<file path="src/rtl/softmax_in_ctrl_if.sv">
// rtl/softmax_in_ctrl_if.sv - feature-memory read, input-buffer write and pass handshake bundle
interface softmax_in_ctrl_if #(
  parameter int TOUT   = 8,
  parameter int DAT_DW = 16,
  parameter int CH_W   = 12,
  parameter int PIX_W  = 12,
  parameter int ADDR_W = 20
);
  logic                   mem_rd_req;
  logic                   mem_rd_rdy;
  logic [ADDR_W-1:0]      mem_rd_addr;
  logic                   mem_rsp_vld;
  logic [TOUT*DAT_DW-1:0] mem_rsp_dat;
  logic                   buf_wr_vld;
  logic                   buf_wr_rdy;
  logic [TOUT*DAT_DW-1:0] buf_wr_dat;
  logic [CH_W-1:0]        ch_addr;
  logic [1:0]             pass_id;
  logic [PIX_W-1:0]       row_idx;
  logic                   last_word;
  logic                   pass_done;

  modport master (
    output mem_rd_req, mem_rd_addr, buf_wr_vld, buf_wr_dat,
           ch_addr, pass_id, row_idx, last_word,
    input  mem_rd_rdy, mem_rsp_vld, mem_rsp_dat, buf_wr_rdy, pass_done
  );

  modport slave (
    input  mem_rd_req, mem_rd_addr, buf_wr_vld, buf_wr_dat,
           ch_addr, pass_id, row_idx, last_word,
    output mem_rd_rdy, mem_rsp_vld, mem_rsp_dat, buf_wr_rdy, pass_done
  );
endinterface

</file>
<file path="src/rtl/softmax_in_ctrl.sv">
// rtl/softmax_in_ctrl.sv - row/pass/word sequencer feeding the softmax input buffer
// Each row runs MAX, SUM, NORM passes over ceil(CH/TOUT) words, waiting for the core between passes.
module softmax_in_ctrl #(
  parameter int TOUT   = 8,
  parameter int DAT_DW = 16,
  parameter int CH_W   = 12,
  parameter int PIX_W  = 12,
  parameter int ADDR_W = 20
) (
  input  logic              clk,
  input  logic              rst,
  input  logic              start,
  input  logic [CH_W-1:0]   cfg_ch,
  input  logic [PIX_W-1:0]  cfg_pix,
  input  logic [ADDR_W-1:0] cfg_base,
  output logic              busy,
  output logic              done,
  softmax_in_ctrl_if.master bus
);
  localparam int LOG2_TOUT = $clog2(TOUT);

  typedef enum logic [2:0] {
    S_IDLE, S_REQ, S_WAIT_RSP, S_PUSH, S_WAIT_PASS, S_DONE
  } state_t;

  state_t                 state_q;
  logic [CH_W:0]          words_q;
  logic [PIX_W-1:0]       pix_q;
  logic [ADDR_W-1:0]      row_base_q;
  logic [ADDR_W-1:0]      addr_q;
  logic [CH_W-1:0]        ch_q;
  logic [1:0]             pass_q;
  logic [PIX_W-1:0]       row_q;
  logic [TOUT*DAT_DW-1:0] dat_q;
  logic                   sticky_q;
  logic                   busy_q;
  logic                   done_q;

  logic [CH_W:0]          words_d;
  logic                   last_w;
  logic                   row_more;

  // Extra top bit keeps CH near 2^CH_W from wrapping before the divide.
  assign words_d  = ({1'b0, cfg_ch} + (CH_W+1)'(TOUT - 1)) >> LOG2_TOUT;
  assign last_w   = ({1'b0, ch_q} == words_q - (CH_W+1)'(1));
  assign row_more = ({1'b0, row_q} + (PIX_W+1)'(1)) < {1'b0, pix_q};

  always_ff @(posedge clk or posedge rst) begin
    if (rst) begin
      state_q    <= S_IDLE;
      words_q    <= '0;
      pix_q      <= '0;
      row_base_q <= '0;
      addr_q     <= '0;
      ch_q       <= '0;
      pass_q     <= '0;
      row_q      <= '0;
      dat_q      <= '0;
      sticky_q   <= 1'b0;
      busy_q     <= 1'b0;
      done_q     <= 1'b0;
    end else begin
      done_q <= 1'b0;
      // A completion that beats the last word must not be lost.
      if (bus.pass_done && state_q != S_IDLE && state_q != S_DONE)
        sticky_q <= 1'b1;

      case (state_q)
        S_IDLE: begin
          if (start) begin
            pix_q <= cfg_pix;
            if (cfg_ch == '0 || cfg_pix == '0) begin
              state_q <= S_DONE;
              done_q  <= 1'b1;
            end else begin
              words_q    <= words_d;
              row_base_q <= cfg_base;
              addr_q     <= cfg_base;
              busy_q     <= 1'b1;
              state_q    <= S_REQ;
            end
          end
        end
        S_REQ: begin
          if (bus.mem_rd_rdy) state_q <= S_WAIT_RSP;
        end
        S_WAIT_RSP: begin
          if (bus.mem_rsp_vld) begin
            dat_q   <= bus.mem_rsp_dat;
            state_q <= S_PUSH;
          end
        end
        S_PUSH: begin
          if (bus.buf_wr_rdy) begin
            if (last_w) begin
              state_q <= S_WAIT_PASS;
            end else begin
              ch_q    <= ch_q + CH_W'(1);
              addr_q  <= addr_q + ADDR_W'(1);
              state_q <= S_REQ;
            end
          end
        end
        S_WAIT_PASS: begin
          if (sticky_q || bus.pass_done) begin
            sticky_q <= 1'b0;
            ch_q     <= '0;
            if (pass_q != 2'd2) begin
              pass_q  <= pass_q + 2'd1;
              addr_q  <= row_base_q;
              state_q <= S_REQ;
            end else if (row_more) begin
              pass_q     <= '0;
              row_q      <= row_q + PIX_W'(1);
              row_base_q <= row_base_q + ADDR_W'(words_q);
              addr_q     <= row_base_q + ADDR_W'(words_q);
              state_q    <= S_REQ;
            end else begin
              pass_q     <= '0;
              row_q      <= '0;
              words_q    <= '0;
              addr_q     <= '0;
              row_base_q <= '0;
              busy_q     <= 1'b0;
              done_q     <= 1'b1;
              state_q    <= S_DONE;
            end
          end
        end
        S_DONE: begin
          state_q <= S_IDLE;
        end
        default: state_q <= S_IDLE;
      endcase
    end
  end

  assign busy            = busy_q;
  assign done            = done_q;
  assign bus.mem_rd_req  = (state_q == S_REQ);
  assign bus.mem_rd_addr = addr_q;
  assign bus.buf_wr_vld  = (state_q == S_PUSH) & bus.buf_wr_rdy;
  assign bus.buf_wr_dat  = dat_q;
  assign bus.ch_addr     = ch_q;
  assign bus.pass_id     = pass_q;
  assign bus.row_idx     = row_q;
  assign bus.last_word   = last_w;
endmodule

</file>
<file path="src/flat_wrapper.sv">
// flat-port wrapper written by rule: the top's interface ports become plain ports
module softmax_in_ctrl_flat 
#(
  parameter int TOUT   = 8,
  parameter int DAT_DW = 16,
  parameter int CH_W   = 12,
  parameter int PIX_W  = 12,
  parameter int ADDR_W = 20
)
  (clk, rst, start, cfg_ch, cfg_pix, cfg_base, busy, done, bus_mem_rd_req, bus_mem_rd_addr, bus_buf_wr_vld, bus_buf_wr_dat, bus_ch_addr, bus_pass_id, bus_row_idx, bus_last_word, bus_mem_rd_rdy, bus_mem_rsp_vld, bus_mem_rsp_dat, bus_buf_wr_rdy, bus_pass_done);
  softmax_in_ctrl_if #(.TOUT(TOUT), .DAT_DW(DAT_DW), .CH_W(CH_W), .PIX_W(PIX_W), .ADDR_W(ADDR_W)) bus_i ();
  input  logic clk;
  input  logic rst;
  input  logic start;
  input  logic [CH_W-1:0] cfg_ch;
  input  logic [PIX_W-1:0] cfg_pix;
  input  logic [ADDR_W-1:0] cfg_base;
  output logic busy;
  output logic done;
  output wire logic [$bits(bus_i.mem_rd_req)-1:0] bus_mem_rd_req;
  output wire logic [$bits(bus_i.mem_rd_addr)-1:0] bus_mem_rd_addr;
  output wire logic [$bits(bus_i.buf_wr_vld)-1:0] bus_buf_wr_vld;
  output wire logic [$bits(bus_i.buf_wr_dat)-1:0] bus_buf_wr_dat;
  output wire logic [$bits(bus_i.ch_addr)-1:0] bus_ch_addr;
  output wire logic [$bits(bus_i.pass_id)-1:0] bus_pass_id;
  output wire logic [$bits(bus_i.row_idx)-1:0] bus_row_idx;
  output wire logic [$bits(bus_i.last_word)-1:0] bus_last_word;
  input wire logic [$bits(bus_i.mem_rd_rdy)-1:0] bus_mem_rd_rdy;
  input wire logic [$bits(bus_i.mem_rsp_vld)-1:0] bus_mem_rsp_vld;
  input wire logic [$bits(bus_i.mem_rsp_dat)-1:0] bus_mem_rsp_dat;
  input wire logic [$bits(bus_i.buf_wr_rdy)-1:0] bus_buf_wr_rdy;
  input wire logic [$bits(bus_i.pass_done)-1:0] bus_pass_done;
  assign bus_mem_rd_req = bus_i.mem_rd_req;
  assign bus_mem_rd_addr = bus_i.mem_rd_addr;
  assign bus_buf_wr_vld = bus_i.buf_wr_vld;
  assign bus_buf_wr_dat = bus_i.buf_wr_dat;
  assign bus_ch_addr = bus_i.ch_addr;
  assign bus_pass_id = bus_i.pass_id;
  assign bus_row_idx = bus_i.row_idx;
  assign bus_last_word = bus_i.last_word;
  assign bus_i.mem_rd_rdy = bus_mem_rd_rdy;
  assign bus_i.mem_rsp_vld = bus_mem_rsp_vld;
  assign bus_i.mem_rsp_dat = bus_mem_rsp_dat;
  assign bus_i.buf_wr_rdy = bus_buf_wr_rdy;
  assign bus_i.pass_done = bus_pass_done;
  softmax_in_ctrl #(.TOUT(TOUT), .DAT_DW(DAT_DW), .CH_W(CH_W), .PIX_W(PIX_W), .ADDR_W(ADDR_W)) u_core (.clk(clk), .rst(rst), .start(start), .cfg_ch(cfg_ch), .cfg_pix(cfg_pix), .cfg_base(cfg_base), .busy(busy), .done(done), .bus(bus_i));
endmodule
</file>
<file path="config.mk">
export PLATFORM = sky130hd
export DESIGN_NAME = softmax_in_ctrl_flat
export DESIGN_NICKNAME = d
export VERILOG_FILES = /design/src/rtl/softmax_in_ctrl_if.sv /design/src/rtl/softmax_in_ctrl.sv /design/src/flat_wrapper.sv
export SDC_FILE = /design/constraint.sdc
export NUM_CORES = 1
export LEC_CHECK = 0
export CAP_MARGIN = 5
export CORE_ASPECT_RATIO = 1.75
export CORE_MARGIN = 2
export CORE_UTILIZATION = 47
export CTS_CLUSTER_DIAMETER = 40
export DETAILED_ROUTE_END_ITERATION = 10
export PLACE_DENSITY = 0.78
export SYNTH_ARGS = -nofsm -noshare
export SYNTH_HDL_FRONTEND = slang
export SYNTH_SLANG_ARGS = --single-unit
</file>
<file path="constraint.sdc">
create_clock -name clk -period 9.8 [get_ports clk]
set_input_delay 2.45 -clock clk [delete_from_list [all_inputs] [get_ports clk]]
set_output_delay 2.45 -clock clk [all_outputs]
set_load 0.005 [all_outputs]
</file>
* Word-level counts from Yosys, hierarchy flattened *
Cells that the tools add are included.

word-level totals
  register bits = 225
  bits of input ports = 179
  output and inout bits = 179

operators by class
  $add $sub $neg = 8
  magnitude comparators = 1
  equality and inequality tests = 16
  multiplexer cells = 46
  bitwise logic cells = 2
  reductions and logical operators = 20

operators with widths
  kind                     count
  $mux W20                 7
  $mux W13                 5
  $pmux W20 S3             1
  $mux W12                 4
  $pmux W20 S2             1
  $mux W3                  9
  $pmux W13 S2             1
  $add A12 B1 Y12 const B  2
  $logic_not A12 Y1        2
  $pmux W12 S2             1
  $add A20 B1 Y20 const B  1
  $add A20 B13 Y20         1
  $ne A2 B2 Y1 const B     8
  $pmux W3 S5              1
  $add A12 B1 Y13 const B  1
  $add A12 B3 Y13 const B  1
  $eq A12 B13 Y1           1
  $lt A13 B12 Y1           1
  $mux W1                  13
  $sub A13 B1 Y13 const B  1
  $reduce_and A6 Y1        2
  $reduce_and A4 Y1        2
  $eq A3 B2 Y1 const B     2
  $reduce_and A2 Y1        3
  16 further kinds         22

* Logic depth before layout (Yosys ltp) *
Gate-level depths: netlist of the first run.

  depth after elaboration = 6
  mapped depth = 15
  gate-level depth less buffers = 14

* Least setup slack after synthesis of the first run *
OpenSTA, ideal clock, no wires.

  path type = input to output
  from = input bus_buf_wr_rdy
  to = output bus_buf_wr_vld
  data arrival time = 2,585 ps
  required time = 7,350 ps
  setup slack = 4,765 ps
  cell stages on the path = 1
  path buffers = 0
  cells stage by stage = and2_1

on the way
  cells in the longest elaborated chain, start to end = 1

ends and longest elaborated chain
  element          RTL line                text
  start, declared  flat_wrapper.sv:31      input wire logic [$bits(bus_i.buf_wr_rdy)-1:0] bus_buf_wr_rdy;
  $and A1 B1 Y1    softmax_in_ctrl.sv:142  assign bus.buf_wr_vld = (state_q == S_PUSH) & bus.buf_wr_rdy;
  end, declared    flat_wrapper.sv:22      output wire logic [$bits(bus_i.buf_wr_vld)-1:0] bus_buf_wr_vld;

Every way passes these cells.

* Final worst setup path of the first run *
Ends and elaborated chain as after synthesis.

==> results of run 1 <==
-- power breakdown --
part,switching [mW],internal (mW)
logic,0.910,1.25
registers,0.342,1.33
clock network,0.395,0.636
-- cell type report --
| cell class | instances | area [sq um] | share of cell area (%) |
|---|---|---|---|
| Tap cell | 308 | 385 | 2.41 |
| Inverter | 27 | 109 | 0.679 |
| Sequential cell | 222 | 5560 | 34.7 |
| Clock inverter | 13 | 215 | 1.34 |
| Antenna cell | 1 | 2.50 | 0.0156 |
| Clock buffer | 32 | 693 | 4.33 |
| Multi-Input combinational cell | 744 | 5430 | 33.9 |
| Timing Repair Buffer | 365 | 3630 | 22.7 |
-- cell usage in the layout (no fill, tap or decap), types with 5 or more instances in the layout --
| cell | netlist | routed |
|---|---|---|
| clkdlybuf4s50_1 | 0 | 357 |
| dfrtp_1 | 222 | 222 |
| mux2_2 | 129 | 129 |
| nand2_1 | 81 | 81 |
| nor2_1 | 74 | 73 |
| o21ai_0 | 58 | 58 |
| a21oi_1 | 38 | 38 |
| nand3_1 | 29 | 29 |
| xor2_1 | 29 | 29 |
| a22o_1 | 28 | 28 |
| xnor2_1 | 27 | 27 |
| inv_1 | 27 | 26 |
| clkbuf_16 | 0 | 26 |
| ha_1 | 25 | 25 |
| a31oi_1 | 17 | 17 |
| nor3_1 | 15 | 15 |
| and3_1 | 12 | 12 |
| a22oi_1 | 12 | 12 |
| nand4_1 | 11 | 11 |
| o211ai_1 | 11 | 11 |
| o2bb2ai_1 | 10 | 10 |
| a21o_1 | 9 | 9 |
| o31ai_1 | 9 | 8 |
| or4_1 | 8 | 8 |
| buf_4 | 1 | 8 |
| nand2b_1 | 7 | 7 |
| and2_1 | 7 | 7 |
| nor4_1 | 6 | 6 |
| nor2b_1 | 6 | 6 |
| a211oi_1 | 6 | 6 |
| or3_1 | 5 | 5 |
| nand3b_1 | 5 | 5 |
| bufinv_16 | 0 | 5 |
-- stage by stage --
stage	power (mW)	hold slack [ns]
floorplan	2.78	0.481
global route	5.15	0.511
detailed placement	3.83	0.489
finish	4.86	0.503
global placement	3.76	0.488
CTS	4.89	0.507
-- flip-flops by register name, summed over array words and instances, names as in the netlist, 2 cells and up --
name	flops
u_core.bus.buf_wr_dat	128
u_core.bus.ch_addr	12
u_core.bus.mem_rd_addr	20
u_core.bus.pass_id	2
u_core.bus.row_idx	12
u_core.pix_q	12
u_core.row_base_q	20
u_core.state_q	3
u_core.words_q	10
-- cell usage after synthesis (all sizes together) (12+ instances only) --
master,number
dfrtp,222
mux2,129
nand2,84
nor2,74
o21ai,63
a21oi,38
clkbuf,38
nand3,30
xor2,29
a22o,28
inv,27
xnor2,27
ha,25
a31oi,18
nor3,15
a22oi,12
and3,12
buf,12
-- worst max path at each step --
stage / start / cells past startpoint / end
2_1_floorplan: rst / 1 / u_core.bus.buf_wr_dat[0]$_DFFE_PP0P_
3_3_place_gp: bus_buf_wr_rdy / 3 / bus_buf_wr_vld
3_5_place_dp: bus_buf_wr_rdy / 3 / bus_buf_wr_vld
4_1_cts: bus_buf_wr_rdy / 3 / bus_buf_wr_vld
5_1_grt: bus_buf_wr_rdy / 3 / bus_buf_wr_vld
6_report: bus_buf_wr_rdy / 3 / bus_buf_wr_vld
-- logic make-up after synthesis --
logic type      after synthesis
buf+inv                      77
flops                       222
compound gates              245
xor+xnor                     56
mux                         130
simple gates                287
fa+ha+maj                    26
-- routing by layer --
layer	GRT usage (%)	part of all wire, %	vias to the layer above
met5	0	0	-
met4	17.6	7.3	0
met3	5.54	6.8	103
met2	52.2	52	395
met1	30.0	34	4839
li1	-	-	4514
==> flow_summary_export.csv, run 1 <==
group,metric,value,unit
clocking,cts-buffers-inserted,26,
timing,slew_headroom,19.0,%
clocking,cts-root-buf,"clkbuf_16",
timing,max_freq,163,MHz
global_route,grt_pass1_wl,56300,microns
synthesis,synth_compound_area_share,15.0,%
clocking,ctsHtreeMaxLevel,1,
die,core-area,23800,sq um
power_and_ir_drop,ir_drop,0.000190,V
flow_run,maxCapViolCount,0,
critical_path,path_cells,"clkdlybuf4s50_1 -> and2_1 -> clkdlybuf4s50_1",
critical_path,rrSetupSlack,5.72,ns
critical_path,critPathKind,"in2out",
synthesis,synth_edf_count,0,
clocking,hold_buffers,0,
route,drt_wl_total,37100,microns
route,drc_errors,0,
die,dieArea,25400,sq um
route,drtPass1Iterations,5,
run_status,outcome,"completed",
synthesis,synth-seq-area-share,49.1,%
layout,fill_cells,1868,
layout,drive_above_1_share,14.2,%
die,ioPinCount,358,
critical_path,cp_common_cell,"clkdlybuf4s50_1",
critical_path,critPathSlowestCell,"clkdlybuf4s50_1",
timing,finClkSkew,0.0178,ns
route,route.vias.total,9851,
power_and_ir_drop,p_leak,6.74,nW
clocking,cts_sinks,222,
critical_path,slowest_delay,0.54,ns
placed_design,portBuffers,357,
synthesis,netlist_area,11300,sq um
critical_path,cp_num_buf_inv,2,
synthesis,syn_inst,1043,
synthesis,synth_mux_area_share,12.9,%
placed_design,dp_cells,1666,
critical_path,critical-path-top-delay-family,"buffers and inverters",
critical_path,required,7.35,ns
placed_design,hpwl,27800,microns
layout,layout.nets,1591,
timing,rsz0062_at_grt,"false",
critical_path,worst_setup_path_start_kind,"input pin",
placed_design,place_ws,3.67,ns
placed_design,gp_congestion,0.891,
route,drtIter0Drc,535,
layout,fin_util,67.2,%
global_route,grt_pass1_vias,9905,
global_route,grt_max_degree,136,
timing,slew_violations,0,
synthesis,synth.avg_cell_area,10.8,sq um
timing,finalCritPeriodShare,62.8,%
synthesis,yosysUniqueCellTypes,75,
clocking,path_clk_slew,0.06,ns
synthesis,synthAdderAreaFrac,2.94,%
critical_path,cp-end-kind,"primary output",
clocking,cts_tree,"done",
clocking,cts_setup_buffers,0,
die,die_w,121,microns
synthesis,synth_top_family_by_area,"compound AO/OA/AOI/OAI gates",
synthesis,ys_top_cells_by_area,"dfrtp_1 49%, mux2_2 13%, ha_1 2.8%",
global_route,grt_overflow,0,
synthesis,synth_fp_nets,1248,
timing,tns,0,ns
die,die_y,209,microns
synthesis,synth_seq_cells,222,
route,vias_per_cell,5.75,
power_and_ir_drop,powerDensity,303,nW/um^2
global_route,track_usage,28.8,%
timing,min_period,6.15,ns
synthesis,async_reset_ff_share,100,%
hold_path,hold_path.class,"reg2reg",
timing,tightest_slew,1.21,ns
hold_path,holdPathStages,1,
route,ant_nets,0,
critical_path,r2r_start,"u_core.bus.row_idx[2]$_DFFE_PP0P_",
hold_path,hold_path_end,"u_core.bus.buf_wr_dat[55]$_DFFE_PP0P_",
die,initial_core_util,47.4,%
clocking,clock_path_buffers,3,
clocking,cts_resized,0,
critical_path,rr_endpoint,"u_core.bus.row_idx[7]$_DFFE_PP0P_",
synthesis,yosys_warnings,0,
placed_design,place_area,15100,sq um
synthesis,yosys.area.top_type,"dfrtp_1",
global_route,antenna_found_initial,1,
critical_path,crit_fanout,4,
critical_path,crit_arrival,3.70,ns
timing,finalHoldViolCount,0,
hold_path,min_from,"u_core.bus.buf_wr_dat[55]$_DFFE_PP0P_",
synthesis,synth_xor_area_share,4.34,%
timing,setup_viol,0,
synthesis,synthSimpleGateAreaFrac,12.7,%
synthesis,synthFlopType,"dfrtp_1",
synthesis,yosys.area.top_type_share,49.1,%
timing,setup_slack,3.65,ns
route,wl_per_cell,21.7,microns
layout,fin_area,16000,sq um
layout,fin_cells,1712,
clocking,insertion_delay,0.53,ns
critical_path,rr_worst_depth,14,
layout,syn2layout_area_growth,41.7,%
die,rows,75,
Power figures use the tool's default switching activity.
==> inputs of run 2 (changes only) <==
==> constraint.sdc (replaced) <==
create_clock -name clk -period 5.95 [get_ports clk]
set_input_delay 1.4875 -clock clk [delete_from_list [all_inputs] [get_ports clk]]
set_output_delay 1.4875 -clock clk [all_outputs]
set_load 0.005 [all_outputs]
==> flow_summary_export.csv, run 2 (same netlist as run 1, synthesis figures left out) <==
group,metric,value,unit
die,ioPinCount,358,
layout,insertedDiodeCount,0,
route,wl_per_cell,21.8,microns
layout,drive_above_1_share,14.7,%
layout,fill_cells,1863,
placed_design,portBuffers,357,
timing,rsz0062_at_grt,"false",
clocking,insertion_delay,0.55,ns
route,route.vias.total,9814,
critical_path,rrSetupSlack,2.02,ns
timing,setup_viol,0,
clocking,cts_tree,"done",
layout,seqCellArea,5560,sq um
critical_path,critPathKind,"reg2out",
die,dieArea,25400,sq um
power_and_ir_drop,powerDensity,502,nW/um^2
timing,min_period,4.65,ns
critical_path,crit_arrival,3.16,ns
timing,slew_headroom,21.7,%
clocking,cts_setup_buffers,0,
power_and_ir_drop,ir_drop,0.000307,V
critical_path,r2r_start,"u_core.bus.row_idx[2]$_DFFE_PP0P_",
die,core-area,23800,sq um
route,drtIter0Drc,580,
global_route,grt_max_degree,129,
power_and_ir_drop,finalPower,8.07,mW
critical_path,required,4.46,ns
placed_design,dp_cells,1666,
die,initial_core_util,47.4,%
clocking,ctsHtreeMaxLevel,1,
route,drtPass1Iterations,5,
timing,slew_violations,0,
clocking,clock_path_buffers,3,
timing,setup_slack,1.30,ns
placed_design,hpwl,27700,microns
clocking,cts-buffers-inserted,27,
route,ant_nets,0,
hold_path,hold_path.class,"reg2reg",
flow_run,maxCapViolCount,0,
clocking,cts_sinks,222,
layout,layout_commonest_cell,"clkdlybuf4s50_1",
route,vias_per_cell,5.72,
placed_design,gp_congestion,0.852,
layout,layout.nets,1592,
critical_path,crit_fanout,6,
layout,largest_reg_flops,128,
critical_path,worst_setup_path_start_kind,"register",
route,drt_wl_total,37500,microns
layout,syn2layout_area_growth,42.3,%
die,die_y,209,microns
critical_path,rr_endpoint,"u_core.bus.mem_rd_addr[18]$_DFFE_PP0P_",
timing,max_freq,215,MHz
placed_design,place_ws,1.72,ns
global_route,grt_pass1_wl,56500,microns
power_and_ir_drop,p_leak,6.75,nW
run_status,outcome,"completed",
route,drc_errors,0,
timing,finalCritPeriodShare,78.1,%
global_route,antenna_found_initial,1,
critical_path,crit_start,"u_core.words_q[1]$_DFFE_PP0P_",
layout,fin_cells,1715,
layout,final_cell_mix,"357 x clkdlybuf4s50_1, 222 x dfrtp_1, 129 x mux2_2, 81 x nand2_1, 73 x nor2_1",
timing,tightest_slew,1.17,ns
critical_path,rr_worst_depth,14,
clocking,hold_buffers,0,
timing,finClkSkew,0.0143,ns
timing,finalHoldViolCount,0,
timing,tns,0,ns
clocking,path_clk_slew,0.06,ns
global_route,grt_overflow,0,
critical_path,cp-end-kind,"primary output",
critical_path,critPathCapture,"bus_last_word",
clocking,cts-root-buf,"clkbuf_16",
clocking,cts_resized,0,
global_route,grt_pass1_vias,9881,
layout,multi_input_area,5430,sq um
die,rows,75,
die,die_w,121,microns
global_route,track_usage,29.0,%
[run 2: critical path, cell delays in order, from the launching register on]
cell and delay (ns):
dfrtp_1 0.48, inv_1 0.08, ha_1 0.21, nor2b_1 0.18, or3_1 0.39, a31oi_2 0.21
o21ai_0 0.12, nor4_1 0.35, clkdlybuf4s50_1 0.60
[run 2: final cells by class]
type,count,share of cell area (%)
inverter,27,0.653
timing repair buffer,365,22.8
sequential,222,34.5
clock buffer,29,4.37
tap,308,2.39
multi-input combinational,744,33.7
clock inverter,20,1.53
[run 2: where the power goes]
part | switching [mW] | total, mW | internal (mW)
clock | 0.696 | 1.74 | 1.04
combinational | 1.51 | 3.57 | 2.06
sequential | 0.573 | 2.76 | 2.19
total | 2.78 | 8.07 | 5.29
[run 2: metal layers]
layer	global-route usage, %	share of wire, %
met5	0	0.032
met4	18.2	7.1
met3	6.55	7.1
met2	51.3	52
met1	30.6	34
[run 2: through the flow]
stage                     area [sq um]  utilization (%)  hold slack, ns
after floorplan                  11300                -           0.481
after global placement           15100             63.5           0.488
after detailed placement         15100             63.5           0.494
after CTS                        16100             67.5           0.508
after global routing             16100             67.5           0.517
final                            16100             67.5           0.504
[run 2: how the worst min path moves through the flow]
stage | depth (start not counted) | slack, ns | end | from
floorplan | 1 | 0.48 | u_core.pix_q[0]$_DFFE_PP0P_ | u_core.pix_q[0]$_DFFE_PP0P_
global placement | 1 | 0.49 | u_core.bus.buf_wr_dat[114]$_DFFE_PP0P_ | u_core.bus.buf_wr_dat[114]$_DFFE_PP0P_
detailed placement | 1 | 0.49 | u_core.bus.buf_wr_dat[33]$_DFFE_PP0P_ | u_core.bus.buf_wr_dat[33]$_DFFE_PP0P_
CTS | 1 | 0.51 | u_core.bus.buf_wr_dat[46]$_DFFE_PP0P_ | u_core.bus.buf_wr_dat[46]$_DFFE_PP0P_
global route | 1 | 0.52 | u_core.bus.buf_wr_dat[57]$_DFFE_PP0P_ | u_core.bus.buf_wr_dat[57]$_DFFE_PP0P_
finish | 1 | 0.50 | u_core.bus.buf_wr_dat[116]$_DFFE_PP0P_ | u_core.bus.buf_wr_dat[116]$_DFFE_PP0P_
